===== src/rtl/uart_tx_scheduler.sv =====
// uart_tx_scheduler: round-robin arbiter sharing one UART TX among four byte requesters.
// Ports: req/lock/req_data from clients, ack/grant back; tx_start/tx_data/tx_busy to the TX; err on busy timeout.
module uart_tx_scheduler #(
  parameter int MAX_BURST    = 4,
  parameter int BUSY_TIMEOUT = 15
) (
  input  logic        sys_clk,
  input  logic        rst_n,
  input  logic [3:0]  req,
  input  logic [3:0]  lock,
  input  logic [31:0] req_data,
  output logic [3:0]  ack,
  output logic [3:0]  grant,
  output logic        tx_start,
  output logic [7:0]  tx_data,
  input  logic        tx_busy,
  output logic        err
);

  typedef enum logic [1:0] {
    IDLE,
    START,
    WAIT_BUSY,
    WAIT_DONE
  } state_t;

  state_t     state;
  logic [1:0] owner;
  logic [1:0] last_owner;
  logic [3:0] burst_cnt;
  logic [7:0] tcnt;

  logic [1:0] winner;
  logic       found;
  logic [1:0] cand;
  logic [7:0] tcnt_nxt;
  logic       more;

  // Scan last_owner+1, +2, +3, +4 (mod 4); first requester wins.
  always_comb begin
    winner = last_owner;
    found  = 1'b0;
    cand   = last_owner;
    for (int k = 1; k <= 4; k++) begin
      cand = last_owner + 2'(k);
      if (!found && req[cand]) begin
        winner = cand;
        found  = 1'b1;
      end
    end
  end

  assign tcnt_nxt = (tcnt == 8'hFF) ? tcnt : tcnt + 8'd1;

  // Owner keeps the grant only while it asks, holds lock and has budget left.
  assign more = req[owner] & lock[owner]
              & (burst_cnt < 4'(MAX_BURST));

  always_ff @(posedge sys_clk) begin
    if (!rst_n) begin
      state      <= IDLE;
      owner      <= 2'd0;
      last_owner <= 2'd3;
      burst_cnt  <= 4'd0;
      tcnt       <= 8'd0;
      grant      <= 4'd0;
      ack        <= 4'd0;
      tx_start   <= 1'b0;
      tx_data    <= 8'h00;
      err        <= 1'b0;
    end else begin
      ack      <= 4'd0;
      tx_start <= 1'b0;
      err      <= 1'b0;
      unique case (state)
        IDLE: begin
          if (found) begin
            owner     <= winner;
            grant     <= 4'b0001 << winner;
            ack       <= 4'b0001 << winner;
            tx_data   <= req_data[{winner, 3'b000} +: 8];
            tx_start  <= 1'b1;
            burst_cnt <= 4'd1;
            state     <= START;
          end
        end
        START: begin
          tcnt  <= 8'd0;
          state <= WAIT_BUSY;
        end
        WAIT_BUSY: begin
          if (tx_busy) begin
            state <= WAIT_DONE;
          end else begin
            tcnt <= tcnt_nxt;
            if (tcnt_nxt == 8'(BUSY_TIMEOUT)) begin
              err        <= 1'b1;
              grant      <= 4'd0;
              last_owner <= owner;
              burst_cnt  <= 4'd0;
              state      <= IDLE;
            end
          end
        end
        WAIT_DONE: begin
          if (!tx_busy) begin
            if (more) begin
              tx_data   <= req_data[{owner, 3'b000} +: 8];
              tx_start  <= 1'b1;
              ack       <= grant;
              burst_cnt <= burst_cnt + 4'd1;
              state     <= START;
            end else begin
              grant      <= 4'd0;
              last_owner <= owner;
              burst_cnt  <= 4'd0;
              state      <= IDLE;
            end
          end
        end
        default: state <= IDLE;
      endcase
    end
  end

endmodule


===== config.mk =====
export PLATFORM = sky130hd
export DESIGN_NAME = uart_tx_scheduler
export DESIGN_NICKNAME = d
export VERILOG_FILES = /design/src/rtl/uart_tx_scheduler.sv
export SDC_FILE = /design/constraint.sdc
export NUM_CORES = 1
export LEC_CHECK = 0
export CAP_MARGIN = 25
export CORE_ASPECT_RATIO = 1.4
export CORE_MARGIN = 2
export CORE_UTILIZATION = 49
export CTS_CLUSTER_DIAMETER = 80
export DETAILED_ROUTE_END_ITERATION = 6
export PLACE_DENSITY_LB_ADDON = 0.2
export SYNTH_ARGS = -nofsm -noshare
export SYNTH_HDL_FRONTEND = slang
export SYNTH_SLANG_ARGS = --single-unit

===== constraint.sdc =====
create_clock -name sys_clk -period 3.2 [get_ports sys_clk]
set_clock_uncertainty 0.2 [all_clocks]
set_input_delay 0.32 -clock sys_clk [delete_from_list [all_inputs] [get_ports sys_clk]]
set_output_delay 0.32 -clock sys_clk [all_outputs]
set_load 0.03 [all_outputs]

=== Word level (Yosys, flattened, before mapping) ===
Cells that the tools add are included.
W data, S select, Z words.

* Register bits: 36
* Bits in latches: 0
* Memory bits (writable): 0
* ROM bits: 0
* Bits of input ports: 43
* Output and inout bits: 18
* Logic and storage cells: 114
* Memories: 0

* Add/subtract/negate cells: 5
* $mul: 0
* Divide/modulo/power cells: 0
* Magnitude comparators: 6
* Equal/unequal tests: 12
* Shifts and indexed selects: 3
* Mux-type cells: 56
* Bitwise logic cells: 4
* Reductions and logical operators: 18

{| class="wikitable"
|+ Operator list
! operator !! number
|-
| $shiftx A32 B6 Y8 || 2
|-
| $mux W4 || 10
|-
| $mux W8 || 5
|-
| $pmux W8 S2 || 2
|-
| $mux W2 || 12
|-
| $pmux W4 S3 || 2
|-
| $lt A2 B3 Y1 const B || 5
|-
| $mux W1 || 15
|-
| $bmux W1 S2 || 6
|-
| $ne A2 B2 Y1 const B || 6
|-
| $reduce_and A5 Y1 || 2
|-
| $add A8 B1 Y8 const B || 1
|-
| $eq A8 B4 Y1 const B || 1
|-
| $eq A8 B8 Y1 const B || 1
|-
| $pmux W2 S4 || 1
|-
| $pmux W4 S2 || 1
|-
| $reduce_bool A2 Y1 || 3
|-
| $add A2 B2 Y2 const B || 2
|-
| $add A4 B1 Y4 const B || 1
|-
| $eq A2 B2 Y1 const B || 2
|-
| $lt A4 B3 Y1 const B || 1
|-
| $pmux W2 S2 || 1
|-
| $reduce_and A2 Y1 || 2
|-
| $reduce_and A4 Y1 || 1
|-
| other kinds (13) || 19
|}

=== Depth between registers and ports, before layout ===
* Word-level depth: 16
* Mapped depth: 9
* Depth with buffers taken out: 8

=== Worst setup path after synthesis ===
Ideal clock, no wire load.

* Path type: register to register
* Start: register tcnt[0]
* End: register burst_cnt[3]
* Setup time: 0.116 ns
* Arrival time: 1.920 ns
* Required time: 2.884 ns
* Slack: 0.964 ns
* Stages on the path, launching flop included: 9
* Path buffers: 1
* Period minus slack after synthesis: 2.236 ns
* Cells stage by stage: dfxtp_1 > ha_1 > and4_1 > buf_2 > nand2_1 > mux2i_1 > a31o_2 > nand3b_1 > and3_1

* Word-level cells in the longest chain between the ends: 5
* Elaborated cells between the ends (all ways): 6
* Classes of those cells: add/sub (1); eq/ne (3); mux (1); reduce/logical (1)

{| class="wikitable"
|+ RTL lines
! element !! line !! text
|-
| start, declared || 31 || <nowiki>logic [7:0] tcnt;</nowiki>
|-
| start signal, assigned || 95 || <nowiki>tcnt <= tcnt_nxt;</nowiki>
|-
| $add A8 B1 Y8 or $eq A8 B8 Y1 (tied branches) || 53 || <nowiki>assign tcnt_nxt = (tcnt == 8'hFF) ? tcnt : tcnt + 8'd1;</nowiki>
|-
| $mux W8 * || 53 ||
|-
| $eq A8 B4 Y1 * || 96 || <nowiki>if (tcnt_nxt == 8'(BUSY_TIMEOUT)) begin</nowiki>
|-
| $ne A2 B2 Y1 (no source line) * || -- ||
|-
| $reduce_and A5 Y1 (no source line) * || -- ||
|-
| end signal, assigned || 111 || <nowiki>burst_cnt <= burst_cnt + 4'd1;</nowiki>
|-
| end, declared || 30 || <nowiki>logic [3:0] burst_cnt;</nowiki>
|}

Mark *: on every way between the ends. The rest lies on a longest branch, timed or not.
A chain may end at the register's enable or synchronous reset.

=== Worst setup path after layout ===
* Start: input port req[3]
* End: register tx_data[1]

* Word-level cells in the longest chain between the ends: 15
* Elaborated cells between the ends (all ways): 32
* Classes of those cells: eq/ne (2); shift (1); mux (20); bitwise (2); reduce/logical (7)

{| class="wikitable"
|+ RTL lines
! element !! line !! text
|-
| start, declared || 9 || <nowiki>input logic [3:0] req,</nowiki>
|-
| $bmux W1 S2 || 46 || <nowiki>if (!found && req[cand]) begin</nowiki>
|-
| $mux W1 (not written as such) || 46 ||
|-
| $mux W1 || 46 ||
|-
| $logic_not A1 Y1 || 46 ||
|-
| $logic_and A1 B1 Y1 || 46 ||
|-
| $mux W1 || 46 ||
|-
| $logic_not A1 Y1 || 46 ||
|-
| $logic_and A1 B1 Y1 || 46 ||
|-
| $mux W1 || 46 ||
|-
| $logic_not A1 Y1 || 46 ||
|-
| $logic_and A1 B1 Y1 || 46 ||
|-
| $mux W2 || 46 ||
|-
| $shiftx A32 B6 Y8 || 81 || <nowiki>tx_data <= req_data[{winner, 3'b000} +: 8];</nowiki>
|-
| $mux W8 || 77 || <nowiki>if (found) begin</nowiki>
|-
| $pmux W8 S2 || 75 || <nowiki>unique case (state)</nowiki>
|-
| end signal, assigned || 81 ||
|-
| end signal, assigned || 108 || <nowiki>tx_data <= req_data[{owner, 3'b000} +: 8];</nowiki>
|-
| end, declared || 15 || <nowiki>output logic [7:0] tx_data,</nowiki>
|}

Several ways; a longest one is shown, not always the timed one. The select of a mux whose other input is x is not followed.

==> run summary <==
dpl cell area = 2873 um^2
nets = 373
top-count cell post-synth = dfxtp_1
Final Core Density = 0.6738
Final Instance Count excl. Fillers = 386
Net Count, Synth = 315
Post-CTS Setup Inserts = 0
Worst Path Arrival = 2.62 ns
quantity of hold-fixing buffers added after cts = 0
die area = 5186 um^2
total negative slack = 0 ns
Slew Viols, Final = 0
clock-pin slew on the worst setup and hold paths = 0.08 ns
final setup vio count = 0
Avg WL per Cell = 14.84 um
Register Area = 720.7 um^2
final WL = 5.729 mm
syn_area_per_cell = 8.541 um^2
WS Path Type = input pin to register
area of the multi-input gates = 1384 um^2
initial antenna violation count = 0
Residual DRC = 0
io pins = 61
fraction of registers with async set/reset = 0
Yosys Warn Count = 0
Synth Instances = 265
part of the Yosys area used for sequential elements = 0.3184
CP required = 3.18 ns
max cap viols = 0
reg-to-reg startpoint = tcnt[0]$_SDFFE_PN0P_
pin count of the biggest net entering global routing = 25
Setup WS pre-CTS = 0.2900 ns
VDD IR max = 0.3333 mV
FF-to-FF End = burst_cnt[3]$_SDFFE_PN0P_
post-synth top area cell = dfxtp_1
Final Cycle Share = 0.8279
share of the synthesized area in the top cell type = 0.3184
# diodes = 0
Design Area, Final = 3032 um^2
largest cells by area after synthesis = dfxtp_1 32%, mux2i_1 10%, nand3_1 6.2%, o2111a_1 4.0%, ha_1 3.9%
Final WS setup = 0.5506 ns
final RePlAce weighted congestion = 0.8392
Setup crit start kind = input pin
CTS tree = built
GRT Total Usage = 0.2392
Fillers = 408
Core Rows = 29
Worst slew margin = 0.4400
CTS H-tree lvls = 2
vias in the first global route = 2111
Avg Vias per Cell = 5.795
first-pass GRT wire length = 9.673 mm
EDFF count, synth = 0
unrepaired setup endpoints after global routing = false
flop-to-flop setup slack = 0.57 ns
Die Span X = 61.44 um
# placed instances = 378
clock sinks = 36
Clock Path Buffers = 2
crit path max fanout = 24
status = finished, final reports clean
final hold viol count = 0
Power Dens Cells = 568.4 nW/um^2
# port buffers = 60
CTS resizes = 0
Post-Syn Area = 2263 um^2
clock latency on the worst-skew pair = 0.29 ns
Leak Pwr = 1.221 nW
Worst Reg-to-Reg Cells = 7
drt pass-1 iters = 4
initial DRC count = 116
Worst Tran Pin Value = 0.8336 ns
Crit. End Element = register
CTS Buf Count = 5
Routed Antenna Nets = 0
Achievable Freq = 377.5 MHz
Clk Tree Root Cell = clkbuf_8
Area Overhead vs Synth = 33.94%
Die H = 84.42 um
share of cells above drive strength 1 = 0.08642
ys flop type = dfxtp_1
Via Count = 2237
grt total ovfl = 0
Yosys cell types = 48
fin crit period = 2.649 ns
post-DP HPWL = 4.199 mm
Worst Hold Class = register to register
post-synthesis register bit count = 36
CP endpoint = tx_data[1]$_SDFFE_PN0P_
Synth top cells by count = 36 x dfxtp_1, 28 x nand3_1, 23 x mux2i_1, 23 x nand2_1, 20 x nor2_1
area of the core = 4499 um^2
CP startpoint = req[3]
initial core utilization = 0.5031
## registers in the layout, summed over array words and instances (netlist names)
name,cells
ack,4
burst_cnt,4
err,1
grant,4
last_owner,2
owner,2
state,2
tcnt,8
tx_data,8
tx_start,1
## worst max-delay path: stages
cell             delay (ns)
clkdlybuf4s50_1        0.56
nand2_1                0.08
mux4_2                 0.49
or2_1                  0.34
a21oi_4                0.49
nand3_1                0.16
o2111a_1               0.18
## how the worst min path moves through the flow
stage	startpoint	end	slack [ns]	depth (start not counted)
after CTS	burst_cnt[1]$_SDFFE_PN0P_	burst_cnt[1]$_SDFFE_PN0P_	0.28	2
after detailed placement	burst_cnt[1]$_SDFFE_PN0P_	burst_cnt[1]$_SDFFE_PN0P_	0.26	2
after global placement	burst_cnt[1]$_SDFFE_PN0P_	burst_cnt[1]$_SDFFE_PN0P_	0.25	2
after floorplan	burst_cnt[2]$_SDFFE_PN0P_	burst_cnt[2]$_SDFFE_PN0P_	0.24	2
after global routing	burst_cnt[1]$_SDFFE_PN0P_	burst_cnt[1]$_SDFFE_PN0P_	0.29	2
final	burst_cnt[2]$_SDFFE_PN0P_	burst_cnt[2]$_SDFFE_PN0P_	0.27	2
## final cells by class
cell class              instances  area share
multi-input cells             202      0.4565
flip-flops and latches         36      0.2377
repair buffers                 66      0.2130
clock inverters                 3     0.02972
well taps                      62     0.02559
clock buffers                   5     0.02270
inverters                      12     0.01486
## cells in the final DEF (no fill, tap or decap), types with 2 or more instances in the layout
cell type,n
nor3_1,8
a31oi_1,5
buf_4,6
nor4_1,3
a31o_2,7
and3_1,7
a21oi_1,14
nand2_1,23
clkdlybuf4s50_1,60
dfxtp_1,36
a41oi_1,3
ha_1,7
bufinv_16,3
nand3_1,28
a32oi_1,3
nand2b_1,6
nor2_1,20
clkbuf_8,5
o2111a_1,8
and4_1,3
inv_1,12
o21ai_0,9
mux2i_1,23
a21o_1,2
## where the power goes
group          internal, mW  switching (mW)  total (mW)  leakage [nW]
Combinational         0.276           0.337       0.613         0.848
Clock                 0.390           0.171       0.561        0.0784
Sequential            0.507          0.0430       0.550         0.294
Total                  1.17           0.550        1.72          1.22
## through the flow
stage	hold WS (ns)	total power, mW
after floorplan	0.2384	0.9761
after global placement	0.2483	1.158
after detailed placement	0.2610	1.167
after CTS	0.2764	1.728
after global routing	0.2924	1.811
final	0.2691	1.723
## logic make-up (layout without fill, tap and decap cells)
kind of cell	Yosys count	after routing	share of synthesized area
adders and majority gates	7	7	0.03869
buffers and inverters	27	86	0.07020
AOI/OAI and AO/OA	62	62	0.2162
muxes	25	25	0.1183
and+or+nand+nor	107	107	0.2344
xor gates and xnor gates	1	1	0.003870
DFF	36	36	0.3184
## routing by layer
metal	up-vias	routed length, um	global-route usage
li1	1097	-	-
met1	1062	2302	0.2784
met2	66	3101	0.4236
met3	12	208	0.03698
met4	0	116	0.08704
met5	-	0	0
(Power assumes the default switching activity.)
